**config.mk**
```make
export PLATFORM = sky130hd
export DESIGN_NAME = button_events
export DESIGN_NICKNAME = d
export VERILOG_FILES = /design/src/rtl/button_events.sv
export SDC_FILE = /design/constraint.sdc
export NUM_CORES = 1
export LEC_CHECK = 0
export CORE_MARGIN = 2
export CORE_UTILIZATION = 45
export CTS_CLUSTER_SIZE = 24
export DETAILED_ROUTE_END_ITERATION = 6
export GPL_ROUTABILITY_DRIVEN = 0
export PLACE_DENSITY = 0.65
export RECOVER_POWER = 50
export SYNTH_ARGS = -nofsm -noshare
export SYNTH_HDL_FRONTEND = slang
export SYNTH_SLANG_ARGS = --single-unit
```
**constraint.sdc**
```tcl
create_clock -name CLK -period 2.3 [get_ports CLK]
set_input_delay 0.46 -clock CLK [delete_from_list [all_inputs] [get_ports CLK]]
set_output_delay 0.46 -clock CLK [all_outputs]
set_load 0.01 [all_outputs]
```
**src/rtl/button_events.sv**
```systemverilog
// button_events: conditions raw front-panel buttons into clean single-cycle
// events for the clock core. Each button gets its own 2-flop synchroniser,
// debouncer, press/release edge detector, long-press timer and (optionally)
// an auto-repeat generator.
// Optional feature macro: BTN_REPEAT_EN. When defined, a held button produces
// periodic btn_repeat pulses. When undefined, the REPEAT state and its counters
// are not built and btn_repeat is tied low. btn_long is unaffected either way.
module button_events #(
    parameter int N_BTN         = 4,
    parameter int DEBOUNCE_CYC  = 240000,
    parameter int REPEAT_DELAY  = 6000000,
    parameter int REPEAT_PERIOD = 2097152,
    parameter int LONG_CYC      = 24000000
) (
    input  logic             CLK,
    input  logic             reset,
    input  logic [N_BTN-1:0] btn_raw,
    output logic [N_BTN-1:0] btn_level,
    output logic [N_BTN-1:0] btn_press,
    output logic [N_BTN-1:0] btn_release,
    output logic [N_BTN-1:0] btn_repeat,
    output logic [N_BTN-1:0] btn_long
);

    // One spare bit on every counter so the terminal value always fits.
    localparam int DB_W   = $clog2(DEBOUNCE_CYC) + 1;
    localparam int LONG_W = $clog2(LONG_CYC) + 1;
    localparam logic [DB_W-1:0]   DB_LAST   = DB_W'(DEBOUNCE_CYC - 1);
    localparam logic [LONG_W-1:0] LONG_LAST = LONG_W'(LONG_CYC - 1);

`ifdef BTN_REPEAT_EN
    localparam int DLY_W = $clog2(REPEAT_DELAY) + 1;
    localparam int RPT_W = $clog2(REPEAT_PERIOD) + 1;
    localparam logic [DLY_W-1:0] DLY_LAST = DLY_W'(REPEAT_DELAY - 1);
    localparam logic [RPT_W-1:0] RPT_LAST = RPT_W'(REPEAT_PERIOD - 1);

    typedef enum logic [1:0] {
        ST_IDLE,
        ST_HELD,
        ST_REPEAT
    } hold_state_t;
`else
    typedef enum logic {
        ST_IDLE,
        ST_HELD
    } hold_state_t;

    assign btn_repeat = '0;
`endif

    genvar gi;
    generate
        for (gi = 0; gi < N_BTN; gi++) begin : g_btn
            logic              sync1_reg;
            logic              sync2_reg;
            logic              level_reg;
            logic              press_reg;
            logic              release_reg;
            logic              long_reg;
            logic [DB_W-1:0]   db_cnt_reg;
            logic [LONG_W-1:0] long_cnt_reg;
            hold_state_t       state_reg;
            logic              accept;
            logic              rise_evt;
            logic              fall_evt;
`ifdef BTN_REPEAT_EN
            logic [DLY_W-1:0]  dly_cnt_reg;
            logic [RPT_W-1:0]  rpt_cnt_reg;
            logic              repeat_reg;
`endif

            // A level change is accepted on the cycle the mismatch count hits its limit.
            assign accept   = (sync2_reg != level_reg) && (db_cnt_reg == DB_LAST);
            assign rise_evt = accept && !level_reg;
            assign fall_evt = accept && level_reg;

            // Two-flop synchroniser for the asynchronous pin.
            always_ff @(posedge CLK or negedge reset) begin
                if (!reset) begin
                    sync1_reg <= 1'b0;
                    sync2_reg <= 1'b0;
                end else begin
                    sync1_reg <= btn_raw[gi];
                    sync2_reg <= sync1_reg;
                end
            end

            // Debounce: count consecutive mismatching samples, flip the level and emit edge pulses.
            always_ff @(posedge CLK or negedge reset) begin
                if (!reset) begin
                    db_cnt_reg  <= '0;
                    level_reg   <= 1'b0;
                    press_reg   <= 1'b0;
                    release_reg <= 1'b0;
                end else begin
                    press_reg   <= rise_evt;
                    release_reg <= fall_evt;
                    if ((sync2_reg == level_reg) || accept) begin
                        db_cnt_reg <= '0;
                    end else begin
                        db_cnt_reg <= db_cnt_reg + DB_W'(1);
                    end
                    if (accept) begin
                        level_reg <= ~level_reg;
                    end
                end
            end

            // Hold FSM: long-press timer always, auto-repeat pulses when built in; release wins.
            always_ff @(posedge CLK or negedge reset) begin
                if (!reset) begin
                    state_reg    <= ST_IDLE;
                    long_cnt_reg <= '0;
                    long_reg     <= 1'b0;
`ifdef BTN_REPEAT_EN
                    dly_cnt_reg  <= '0;
                    rpt_cnt_reg  <= '0;
                    repeat_reg   <= 1'b0;
`endif
                end else begin
`ifdef BTN_REPEAT_EN
                    repeat_reg <= 1'b0;
`endif
                    if (fall_evt) begin
                        state_reg    <= ST_IDLE;
                        long_cnt_reg <= '0;
                        long_reg     <= 1'b0;
                    end else begin
                        case (state_reg)
                            ST_IDLE: begin
                                if (rise_evt) begin
                                    state_reg    <= ST_HELD;
                                    long_cnt_reg <= '0;
                                    long_reg     <= 1'b0;
`ifdef BTN_REPEAT_EN
                                    dly_cnt_reg  <= '0;
`endif
                                end
                            end
                            ST_HELD: begin
`ifdef BTN_REPEAT_EN
                                if (dly_cnt_reg == DLY_LAST) begin
                                    state_reg   <= ST_REPEAT;
                                    repeat_reg  <= 1'b1;
                                    rpt_cnt_reg <= '0;
                                end else begin
                                    dly_cnt_reg <= dly_cnt_reg + DLY_W'(1);
                                end
`endif
                            end
`ifdef BTN_REPEAT_EN
                            ST_REPEAT: begin
                                if (rpt_cnt_reg == RPT_LAST) begin
                                    repeat_reg  <= 1'b1;
                                    rpt_cnt_reg <= '0;
                                end else begin
                                    rpt_cnt_reg <= rpt_cnt_reg + RPT_W'(1);
                                end
                            end
`endif
                            default: state_reg <= ST_IDLE;
                        endcase

                        // Long-press counter saturates at its terminal value for arbitrarily long holds.
                        if (state_reg != ST_IDLE) begin
                            if (long_cnt_reg == LONG_LAST) begin
                                long_reg <= 1'b1;
                            end else begin
                                long_cnt_reg <= long_cnt_reg + LONG_W'(1);
                            end
                        end
                    end
                end
            end

            assign btn_level[gi]   = level_reg;
            assign btn_press[gi]   = press_reg;
            assign btn_release[gi] = release_reg;
            assign btn_long[gi]    = long_reg;
`ifdef BTN_REPEAT_EN
            assign btn_repeat[gi]  = repeat_reg;
`endif
        end
    endgenerate

endmodule
```
==> results of run 1 <==
## placed cells by master, fill, tap and decap left out, drive strengths merged, types with 5 or more instances in the layout
| master | instances |
|---|---|
| nor2 | 166 |
| and2 | 12 |
| mux2 | 6 |
| xor2 | 48 |
| clkdlybuf4s50 | 16 |
| inv | 17 |
| or4 | 22 |
| nor3 | 27 |
| clkinv | 6 |
| nand2 | 84 |
| o21ai | 27 |
| buf | 56 |
| o31ai | 14 |
| dlygate4sd3 | 5 |
| a21oi | 51 |
| and4b | 5 |
| nor4b | 8 |
| ha | 8 |
| nand4b | 5 |
| or2 | 5 |
| a31oi | 11 |
| and3 | 35 |
| xnor2 | 57 |
| nand3 | 70 |
| a211oi | 9 |
| and4 | 21 |
| dfrtp | 204 |
| clkbuf | 33 |
| nor4 | 21 |
| nand4 | 47 |
| o211ai | 12 |
| bufinv | 5 |
| or3 | 13 |
## kinds of logic (layout without fill, tap and decap cells)
family,Yosys count,count (layout)
adders and majority gates,8,8
and+or+nand+nor,554,554
xor gates and xnor gates,105,105
AOI/OAI and AO/OA,167,167
other,1,4
muxes,8,8
DFF,204,204
buffers and inverters,78,138
## per-stage QoR
stage | instance area, um^2 | power [W] | utilization
global placement | 11400 | 0.00387 | 0.489
CTS | 12200 | 0.00788 | 0.525
global route | 12300 | 0.00807 | 0.525
finish | 12300 | 0.00775 | 0.525
floorplan | 10700 | 0.00375 | -
detailed placement | 11400 | 0.00387 | 0.489
## power by group through the flow
stage | Sequential [W] | Combinational (W) | Clock [W]
after floorplan | 0.00370 | 0.0000563 | 0
after global placement | 0.00370 | 0.000167 | 0
after detailed placement | 0.00370 | 0.000167 | 0
after CTS | 0.00364 | 0.000170 | 0.00407
after global routing | 0.00364 | 0.000184 | 0.00425
final | 0.00364 | 0.000153 | 0.00396
## worst paths after layout
kind / from / endpoint / cells past startpoint
min in group asynchronous: reset / g_btn[3].long_cnt_reg[7]$_DFF_PN0_ / 2
min reg2reg: g_btn[3].sync1_reg$_DFF_PN0_ / g_btn[3].sync2_reg$_DFF_PN0_ / 0
max reg2reg: g_btn[2].long_cnt_reg[9]$_DFF_PN0_ / g_btn[2].long_cnt_reg[1]$_DFF_PN0_ / 6
max in group asynchronous: reset / g_btn[1].db_cnt_reg[13]$_DFF_PN0_ / 3
max: g_btn[2].long_cnt_reg[9]$_DFF_PN0_ / g_btn[2].long_cnt_reg[1]$_DFF_PN0_ / 6
min: g_btn[3].sync1_reg$_DFF_PN0_ / g_btn[3].sync2_reg$_DFF_PN0_ / 0
## layout make-up
cell class                 instances  area (um^2)  area share
timing repair buffer              80          689      0.0563
clock buffer                      30          642      0.0524
tap                              319          399      0.0326
inverter                          18         67.6     0.00551
clock inverter                    10          175      0.0143
multi-input combinational        846         5170       0.422
sequential                       204         5110       0.417
## worst max-delay path, delay by kind of cell (launching register included)
kind	cells	cell delay, ns
compound gates	1	0.19
buf+inv	1	0.15
flops	1	0.37
mux	1	0.21
simple gates	3	1.19
## synthesized netlist by cell type (3+ instances only)
cell type  count
nor2_2         3
nand2_1       84
a21oi_1       51
and4_1        21
nor4_1        20
o31ai_1       13
nor4b_1        8
o21ai_0       24
or3_1         12
or4_1         19
a41oi_1        4
nor2_1       163
ha_1           8
and4b_1        5
buf_4         21
nor3_1        26
dfrtp_1      204
nand3_1       69
and3_1        35
mux2_2         6
o41ai_1        4
nor3b_1        3
nor4bb_1       4
nand4_1       47
o31a_1         3
and2_1        11
or2_2          4
a31oi_1       11
inv_1         17
xnor2_1       57
xor2_1        48
a211oi_1       9
o211ai_1      11
nand4b_1       5
clkbuf_1      29
buf_2          6
a31o_2         4
## layer usage
layer	wire length (um)	global-route usage	share of wire
met1	10800	0.265	0.48
met2	10200	0.308	0.46
met3	873	0.0276	0.039
met4	399	0.0463	0.018
met5	0	0	0
## timing repair
action                     4_1_cts  5_1_grt
gates resized for setup          2        6
setup endpoints to repair        2       12
setup buffers                    0        2
hold endpoints to repair        57        0
hold buffers                     1        0
==> implementation parameters, run 1 <==
Parameter                              Value

Power and ir drop
  Power per Cell Area    633 nW/um^2
  Cell internal power dissipation    0.00617 W
  Portion of total power attributed to sequential cells    0.469
  Switching share of power    0.204
  Gate power share    0.020
  Worst vdd rail ir drop    0.395 mV
  Portion of total power attributed to the clock network    0.511
  Net switching power of the design    0.00158 W
  Static power due to leakage    5.12 nW

Critical path
  Crit-path max FO    11
  FF-to-FF setup slack    0.07 ns
  Cell breakdown of the critical path    or4_4 > or4_4 > o21ai_2 > buf_12 > mux2i_1 > nor2_2
  Nature of the critical path endpoint    flip-flop
  Setup crit start kind    flip-flop
  Crit-path max cell delay    0.60 ns
  Critical path's slowest cell    or4_4
  Most common cell type on the critical path    or4_4
  Critical Path RT    2.68 ns
  Critical path start-end classification    reg2reg
  Arrival time at the worst endpoint    2.61 ns

Logic synthesis
  Dominant synthesized flop cell    dfrtp_1
  Synthesized area    10700 um^2
  EDFF count, synth    0
  Cell types with the largest area share after synthesis    dfrtp_1, nor2_1, xnor2_1
  Fraction of synthesized cell area in xor and xnor cells    0.0863
  Proportion of synthesized area in mux cells    0.00822
  Area fraction in compound gates after synthesis    0.106
  Largest area contributor in the netlist    dfrtp_1
  Part of the Yosys area used for sequential elements    0.479
  Area share of fa/ha/maj cells after synthesis    0.00940
  Count of mapped cells out of synthesis    1125
  Dominant combinational cell family by area after synthesis    simple AND/OR/NAND/NOR gates
  Share of flip-flops with an asynchronous set or reset after synthesis    1.00
  Area fraction of the dominant cell type after synthesis    0.479
  Total of flip-flops plus latches after synthesis    204
  Post-synthesis average cell area    9.47 um^2
  Syn. warnings    0
  Unique masters post-synth    77
  Post-synthesis share of cell area spent on and, or, nand and nor gates    0.273

Min path
  Min-delay worst type    reg2reg

Floorplan
  Core outline area    23300 um^2
  I/O pins    26
  Initial standard-cell utilization of the core    0.457
  Number of core rows    56
  Die boundary height    158 um
  Die width    158 um
  Die ar.    24900 um^2

Clock tree
  TritonCTS clock tree    yes
  TritonCTS Sinks    204
  Clock Latency Late Sink    0.51 ns
  CTS buffer count    23
  H-tree lvl count    1
  CTS max path bufs    3
  Clock Pin Slew Worst Setup and Hold Paths    0.06 ns
  Clock tree root driver cell    clkbuf_16

Layout
  Count of nets after finishing    1187
  Fraction of final layout cells sized beyond drive strength 1    0.112
  # diodes    0
  Largest register FFs    104
  Post-route non-filler standard cell count    1507
  Area added between synthesis and finish    15.0%
  Filler cell count    2105

STA
  Final Hold Fails    0
  Setup WS post-layout    0.0692 ns
  Maximum clock skew at final layout    0.0107 ns
  Fin crit share    0.970
  Sum Neg Setup Slack    0 ns
  Transition time at the pin with the least slew margin    1.43 ns
  Max Freq    0.448 GHz
  Worst max-slew margin expressed relative to the limit    0.0435
  Clock period minus final worst setup slack    2.23 ns
  Setup Viol. Count Final    0
  Worst slack on hold paths    0.344 ns
  Setup repair after global routing missed its margin    false
  Number of pins with negative max-slew slack in the final report    0

Route
  Via density per instance    5.58
  Pre-Repair DR Iteration Count    5
  Post-DRT Antenna Nets    0
  Via count    8414
  Overall routed net length    22200 um
  1st-iter DRT viols    496
  WL per Instance    14.8 um
  DRC violation count after routing    0

Placement
  Pre-CTS worst setup slack    0.0607 ns
  Detailed-placement wirelength estimate    15500 um
  Post-Place Cells    1464
  Number of input and output port buffers inserted    21

Global route
  Pin count of the biggest net entering global routing    65
  Overall fraction of global-route tracks in use    0.189
  Remaining global-route overflow    0
  First-pass GRT wire length    39400 um
  Vias in the first global route    8169
  Initial antenna violation count    0

Flow run
  Maximum capacitance violations    0

Status
  Status    finished clean
Note: power is estimated with default switching activity, not from simulation.
==> run 2: changes to the inputs <==
- CORE_MARGIN: 2 -> not set
==> run 2 against run 1 <==
Against the previous run:
- final cell count about the same
- register-to-register slack barely moved
- hold slack lost 0.0018 ns
- die area down 2.5%
- critical endpoint unchanged
==> implementation parameters, run 2 (synthesis results as in run 1) <==
Parameter                              Value

Floorplan
  Die ar.    24300 um^2 (was 24900 um^2)
  Core outline area    22900 um^2 (was 23300 um^2)
  Die boundary height    156 um (was 158 um)
  I/O pins    26 (unchanged)
  Number of core rows    55 (was 56)
  Die width    156 um (was 158 um)
  Initial standard-cell utilization of the core    0.465 (was 0.457)

Power and ir drop
  Worst vdd rail ir drop    0.489 mV (was 0.395 mV)
  Power per Cell Area    648 nW/um^2 (was 633 nW/um^2)
  Static power due to leakage    5.15 nW (was 5.12 nW)

Layout
  Most common cell after layout, fill and taps aside    dfrtp_1 (unchanged)
  Post-route non-filler standard cell count    1506 (was 1507)
  Area used by multi-input combinational logic    5170 um^2 (about the same)
  # diodes    0 (unchanged)
  Filler cell count    2034 (was 2105)
  Sequential cell area    5110 um^2 (about the same)
  Count of nets after finishing    1189 (was 1187)
  Largest register FFs    104 (unchanged)
  Commonest cells after routing, fill and taps aside    dfrtp_1, nor2_1, nand2_1, nand3_1, xnor2_1 (unchanged)
  Area added between synthesis and finish    15.5% (was 15.0%)
  Fraction of final layout cells sized beyond drive strength 1    0.114 (was 0.112)

STA
  Setup WS post-layout    0.0838 ns (was 0.0692 ns)
  Number of pins with negative max-slew slack in the final report    0 (unchanged)
  Max Freq    0.451 GHz (was 0.448 GHz)
  Setup Viol. Count Final    0 (unchanged)
  Final Hold Fails    0 (unchanged)
  Fin crit share    0.964 (was 0.970)
  Maximum clock skew at final layout    0.00846 ns (was 0.0107 ns)
  Worst max-slew margin expressed relative to the limit    0.285 (was 0.0435)
  Transition time at the pin with the least slew margin    1.07 ns (was 1.43 ns)
  Setup repair after global routing missed its margin    false (unchanged)
  Clock period minus final worst setup slack    2.22 ns (was 2.23 ns)
  Sum Neg Setup Slack    0 ns (unchanged)

Min path
  Min-delay worst type    reg2reg (unchanged)

Placement
  Number of input and output port buffers inserted    21 (unchanged)
  Pre-CTS worst setup slack    0.0987 ns (was 0.0607 ns)
  Post-Place Cells    1459 (was 1464)
  Detailed-placement wirelength estimate    15100 um (was 15500 um)

Route
  Overall routed net length    22500 um (was 22200 um)
  Met1 Wirelength    10900 um (was 10800 um)
  Post-DRT Antenna Nets    0 (unchanged)
  DRC violation count after routing    0 (unchanged)
  1st-iter DRT viols    554 (was 496)
  Via density per instance    5.68 (was 5.58)
  WL per Instance    15.0 um (was 14.8 um)
  Pre-Repair DR Iteration Count    5 (unchanged)
  Metal2 WL    10300 um (was 10200 um)
  Highest layer used for signal routing    met4 (unchanged)
  Length of routed met3 wiring    896 um (was 873 um)
  Via count    8556 (was 8414)

Critical path
  Critical path start-end classification    reg2reg (unchanged)
  Critical Path RT    2.70 ns (was 2.68 ns)
  Crit-path max FO    5 (was 11)
  FF-to-FF setup slack    0.08 ns (was 0.07 ns)
  Setup crit start kind    flip-flop (unchanged)
  Nature of the critical path endpoint    flip-flop (unchanged)
  Arrival time at the worst endpoint    2.62 ns (was 2.61 ns)

Clock tree
  CTS max path bufs    3 (unchanged)
  Clock Pin Slew Worst Setup and Hold Paths    0.06 ns (about the same)
  CTS buffer count    24 (was 23)
  TritonCTS Sinks    204 (unchanged)
  H-tree lvl count    1 (unchanged)
  Clock tree root driver cell    clkbuf_16 (unchanged)
  TritonCTS clock tree    yes (unchanged)
  Clock Latency Late Sink    0.52 ns (was 0.51 ns)

Global route
  Vias in the first global route    8244 (was 8169)
  Remaining global-route overflow    0 (unchanged)
  First-pass GRT wire length    39200 um (was 39400 um)
  Overall fraction of global-route tracks in use    0.193 (was 0.189)
  Initial antenna violation count    0 (unchanged)
  Pin count of the biggest net entering global routing    67 (was 65)

Flow run
  Maximum capacitance violations    0 (unchanged)

Status
  Status    finished clean (unchanged)
==> run 2: area by class of cell <==
class	count	area share
Multi-Input combinational cell	846	0.420
Sequential cell	204	0.415
Clock buffer	31	0.0568
Timing Repair Buffer	81	0.0546
Tap cell	313	0.0318
Clock inverter	13	0.0159
Inverter	18	0.00549
==> run 2: metal layers <==
metal,track usage,vias up
met5,0,-
met4,0.0574,0
met3,0.0297,31
met2,0.308,165
met1,0.271,4200
li1,-,4160
==> run 2: final timing paths <==
check                                                   start                                  to  depth (start not counted)
max in group asynchronous                               reset  g_btn[0].long_cnt_reg[7]$_DFF_PN0_                          3
hold / removal                   g_btn[3].sync1_reg$_DFF_PN0_        g_btn[3].sync2_reg$_DFF_PN0_                          0
hold reg to reg                  g_btn[3].sync1_reg$_DFF_PN0_        g_btn[3].sync2_reg$_DFF_PN0_                          0
min in group asynchronous                               reset  g_btn[3].long_cnt_reg[5]$_DFF_PN0_                          2
setup reg to reg           g_btn[2].long_cnt_reg[9]$_DFF_PN0_  g_btn[2].long_cnt_reg[1]$_DFF_PN0_                          6
setup / recovery           g_btn[2].long_cnt_reg[9]$_DFF_PN0_  g_btn[2].long_cnt_reg[1]$_DFF_PN0_                          6
==> run 2: metrics by stage <==
stage | util | total power (W) | cell area [um^2] | hold slack (ns)
finish | 0.537 | 0.00797 | 12300 | 0.343
global route | 0.537 | 0.00826 | 12300 | 0.356
CTS | 0.537 | 0.00810 | 12300 | 0.346
detailed placement | 0.498 | 0.00386 | 11400 | 0.335
global placement | 0.498 | 0.00386 | 11400 | 0.334
floorplan | - | 0.00375 | 10700 | 0.164
==> run 2: timing repair <==
item / 4_1_cts / 5_1_grt
endpoints found under the setup margin: 1 / 6
pin swaps: 0 / 1
resized for setup: 1 / 4
hold endpoints to repair: 53 / 0
hold buffers: 1 / 0
buffers inserted: 0 / 2
==> run 2: power breakdown <==
group	internal (W)	leakage (nW)	switching [W]
combinational	0.0000347	1.89	0.000109
sequential	0.00361	2.82	0.0000242
clock	0.00270	0.440	0.00149
==> run 2: critical path, stage by stage, from the launching register on <==
cell and delay (ns):
dfrtp_1 0.38, or4_4 0.54, or4_4 0.61, o21ai_2 0.17, buf_4 0.16, mux2i_1 0.21
nor2_2 0.04
==> run 3: changes to the inputs <==
- CORE_MARGIN: not set -> 4
- RECOVER_POWER: 50 -> 100
==> run 3 against run 2 <==
Against the previous run:
- global-route usage decreased by 1.9 points
- combinational power hardly changed
- register-to-register slack improved by 0.02 ns
- clock skew decreased by 0.00069 ns
- first-iteration DRC count is 14% higher
- wire length is 0.88% lower
- sequential share of layout area is 0.60 points higher
- critical endpoint unchanged
- utilization fell by 1.9 points
- cell area fell by 1.4%
- power shrank 7.0%
==> implementation parameters, run 3 (synthesis results as in run 1) <==
Parameter                              Value

Layout
  Count of nets after finishing    1186 (was 1189)
  Commonest cells after routing, fill and taps aside    dfrtp_1, nor2_1, nand2_1, nand3_1, xnor2_1 (unchanged)
  Area added between synthesis and finish    13.8% (was 15.5%)
  Post-layout util    0.518 (was 0.537)
  Most common cell after layout, fill and taps aside    dfrtp_1 (unchanged)
  Sequential cell area    5110 um^2 (unchanged)
  Area used by multi-input combinational logic    5180 um^2 (was 5170 um^2)
  Largest register FFs    104 (unchanged)
  Fraction of final layout cells sized beyond drive strength 1    0.102 (was 0.114)
  Filler cell count    2164 (was 2034)
  # diodes    0 (unchanged)

Floorplan
  Core outline area    23400 um^2 (was 22900 um^2)
  Die ar.    26200 um^2 (was 24300 um^2)
  I/O pins    26 (unchanged)
  Number of core rows    56 (was 55)
  Die width    162 um (was 156 um)
  Initial standard-cell utilization of the core    0.455 (was 0.465)
  Die boundary height    162 um (was 156 um)

STA
  Final Hold Fails    0 (unchanged)
  Max Freq    0.455 GHz (was 0.451 GHz)
  Maximum clock skew at final layout    0.00777 ns (was 0.00846 ns)
  Number of pins with negative max-slew slack in the final report    0 (unchanged)
  Clock period minus final worst setup slack    2.20 ns (was 2.22 ns)
  Transition time at the pin with the least slew margin    1.02 ns (was 1.07 ns)
  Setup Viol. Count Final    0 (unchanged)
  Sum Neg Setup Slack    0 ns (unchanged)
  Fin crit share    0.956 (was 0.964)
  Worst max-slew margin expressed relative to the limit    0.322 (was 0.285)
  Setup repair after global routing missed its margin    false (unchanged)

Route
  Via count    8459 (was 8556)
  Overall routed net length    22300 um (was 22500 um)
  DRC violation count after routing    0 (unchanged)
  Pre-Repair DR Iteration Count    5 (unchanged)
  Post-DRT Antenna Nets    0 (unchanged)
  1st-iter DRT viols    634 (was 554)
  Via density per instance    5.62 (was 5.68)
  WL per Instance    14.8 um (was 15.0 um)

Critical path
  Cell breakdown of the critical path    or4_4 > or4_4 > o21ai_2 > buf_6 > mux2i_1 > nor2_2 (was or4_4 > or4_4 > o21ai_2 > buf_4 > mux2i_1 > nor2_2)
  Critical Path RT    2.69 ns (was 2.70 ns)
  Arrival time at the worst endpoint    2.59 ns (was 2.62 ns)
  Buffers & Inverters on Critical Path    1 (unchanged)
  Most common cell type on the critical path    or4_4 (unchanged)
  Setup crit start kind    flip-flop (unchanged)
  Crit-path max cell delay    0.59 ns (was 0.61 ns)
  Critical path start-end classification    reg2reg (unchanged)
  Crit-path max FO    9 (was 5)
  Critical path's slowest cell    or4_4 (unchanged)
  Nature of the critical path endpoint    flip-flop (unchanged)
  Largest delay contributor family on the critical path    simple AND/OR/NAND/NOR gates (unchanged)

Power and ir drop
  Static power due to leakage    5.09 nW (was 5.15 nW)
  Power per Cell Area    611 nW/um^2 (was 648 nW/um^2)
  Worst vdd rail ir drop    0.432 mV (was 0.489 mV)

Clock tree
  Clock Pin Slew Worst Setup and Hold Paths    0.06 ns (about the same)
  Clock tree root driver cell    clkbuf_16 (unchanged)
  TritonCTS Sinks    204 (unchanged)
  Number of setup buffers added after CTS    0 (unchanged)
  CTS max path bufs    3 (unchanged)
  Clock Latency Late Sink    0.51 ns (was 0.52 ns)
  H-tree lvl count    1 (unchanged)
  TritonCTS clock tree    yes (unchanged)
  CTS buffer count    24 (unchanged)

Global route
  Pin count of the biggest net entering global routing    67 (unchanged)
  Remaining global-route overflow    0 (unchanged)
  Overall fraction of global-route tracks in use    0.175 (was 0.193)
  Vias in the first global route    8177 (was 8244)
  Initial antenna violation count    0 (unchanged)
  First-pass GRT wire length    39700 um (was 39200 um)

Status
  Status    finished clean (unchanged)

Min path
  Min-delay worst type    reg2reg (unchanged)

Placement
  Number of input and output port buffers inserted    21 (unchanged)
  Detailed-placement wirelength estimate    15200 um (was 15100 um)

Flow run
  Maximum capacitance violations    0 (unchanged)
[run 3: final timing paths]
path | startpoint | depth (start not counted) | slack [ns] | end
max in group asynchronous | reset | 3 | 0.39 | g_btn[1].long_cnt_reg[10]$_DFF_PN0_
setup / recovery | g_btn[2].long_cnt_reg[9]$_DFF_PN0_ | 6 | 0.10 | g_btn[2].long_cnt_reg[1]$_DFF_PN0_
min in group asynchronous | reset | 2 | 0.66 | g_btn[3].long_cnt_reg[3]$_DFF_PN0_
hold reg to reg | g_btn[1].sync1_reg$_DFF_PN0_ | 0 | 0.34 | g_btn[1].sync2_reg$_DFF_PN0_
hold / removal | g_btn[1].sync1_reg$_DFF_PN0_ | 0 | 0.34 | g_btn[1].sync2_reg$_DFF_PN0_
setup reg to reg | g_btn[2].long_cnt_reg[9]$_DFF_PN0_ | 6 | 0.10 | g_btn[2].long_cnt_reg[1]$_DFF_PN0_
[run 3: area by class of cell]
type,count,share of cell area
multi-input combinational,846,0.427
tap,319,0.0329
clock inverter,7,0.00547
sequential,204,0.421
timing repair buffer,78,0.0509
inverter,18,0.00557
clock buffer,32,0.0571
[run 3: report_power, final]
group	internal (W)	total, W	switching (W)
Clock	0.00220	0.00363	0.00143
Sequential	0.00361	0.00364	0.0000240
Combinational	0.0000350	0.000143	0.000108
[run 3: layer usage]
| metal | up-vias | track usage | routed length [um] |
|---|---|---|---|
| met2 | 149 | 0.280 | 10200 |
| met5 | - | 0 | 0 |
| li1 | 4159 | - | - |
| met4 | 0 | 0.0427 | 490 |
| met3 | 34 | 0.0221 | 796 |
| met1 | 4117 | 0.255 | 10800 |
[run 3: timing repair]
item                                    4_1_cts  5_1_grt
pin swaps                                     0        2
hold buffers                                  1        0
resized for setup                             2        6
endpoints found under the setup margin        2       29
hold endpoints to repair                     36        0
[run 3: per-stage QoR]
stage | hold WS [ns] | instance area (um^2) | total power (W) | setup WS [ns] | instances
after floorplan | 0.164 | 10700 | 0.00375 | 0.133 | 1128
after global placement | 0.333 | 11400 | 0.00386 | 0.0924 | 1464
after detailed placement | 0.336 | 11400 | 0.00386 | 0.0729 | 1464
after CTS | 0.348 | 12200 | 0.00755 | 0.0607 | 1504
after global routing | 0.353 | 12100 | 0.00773 | 0.0000744 | 1504
final | 0.345 | 12100 | 0.00741 | 0.100 | 1504
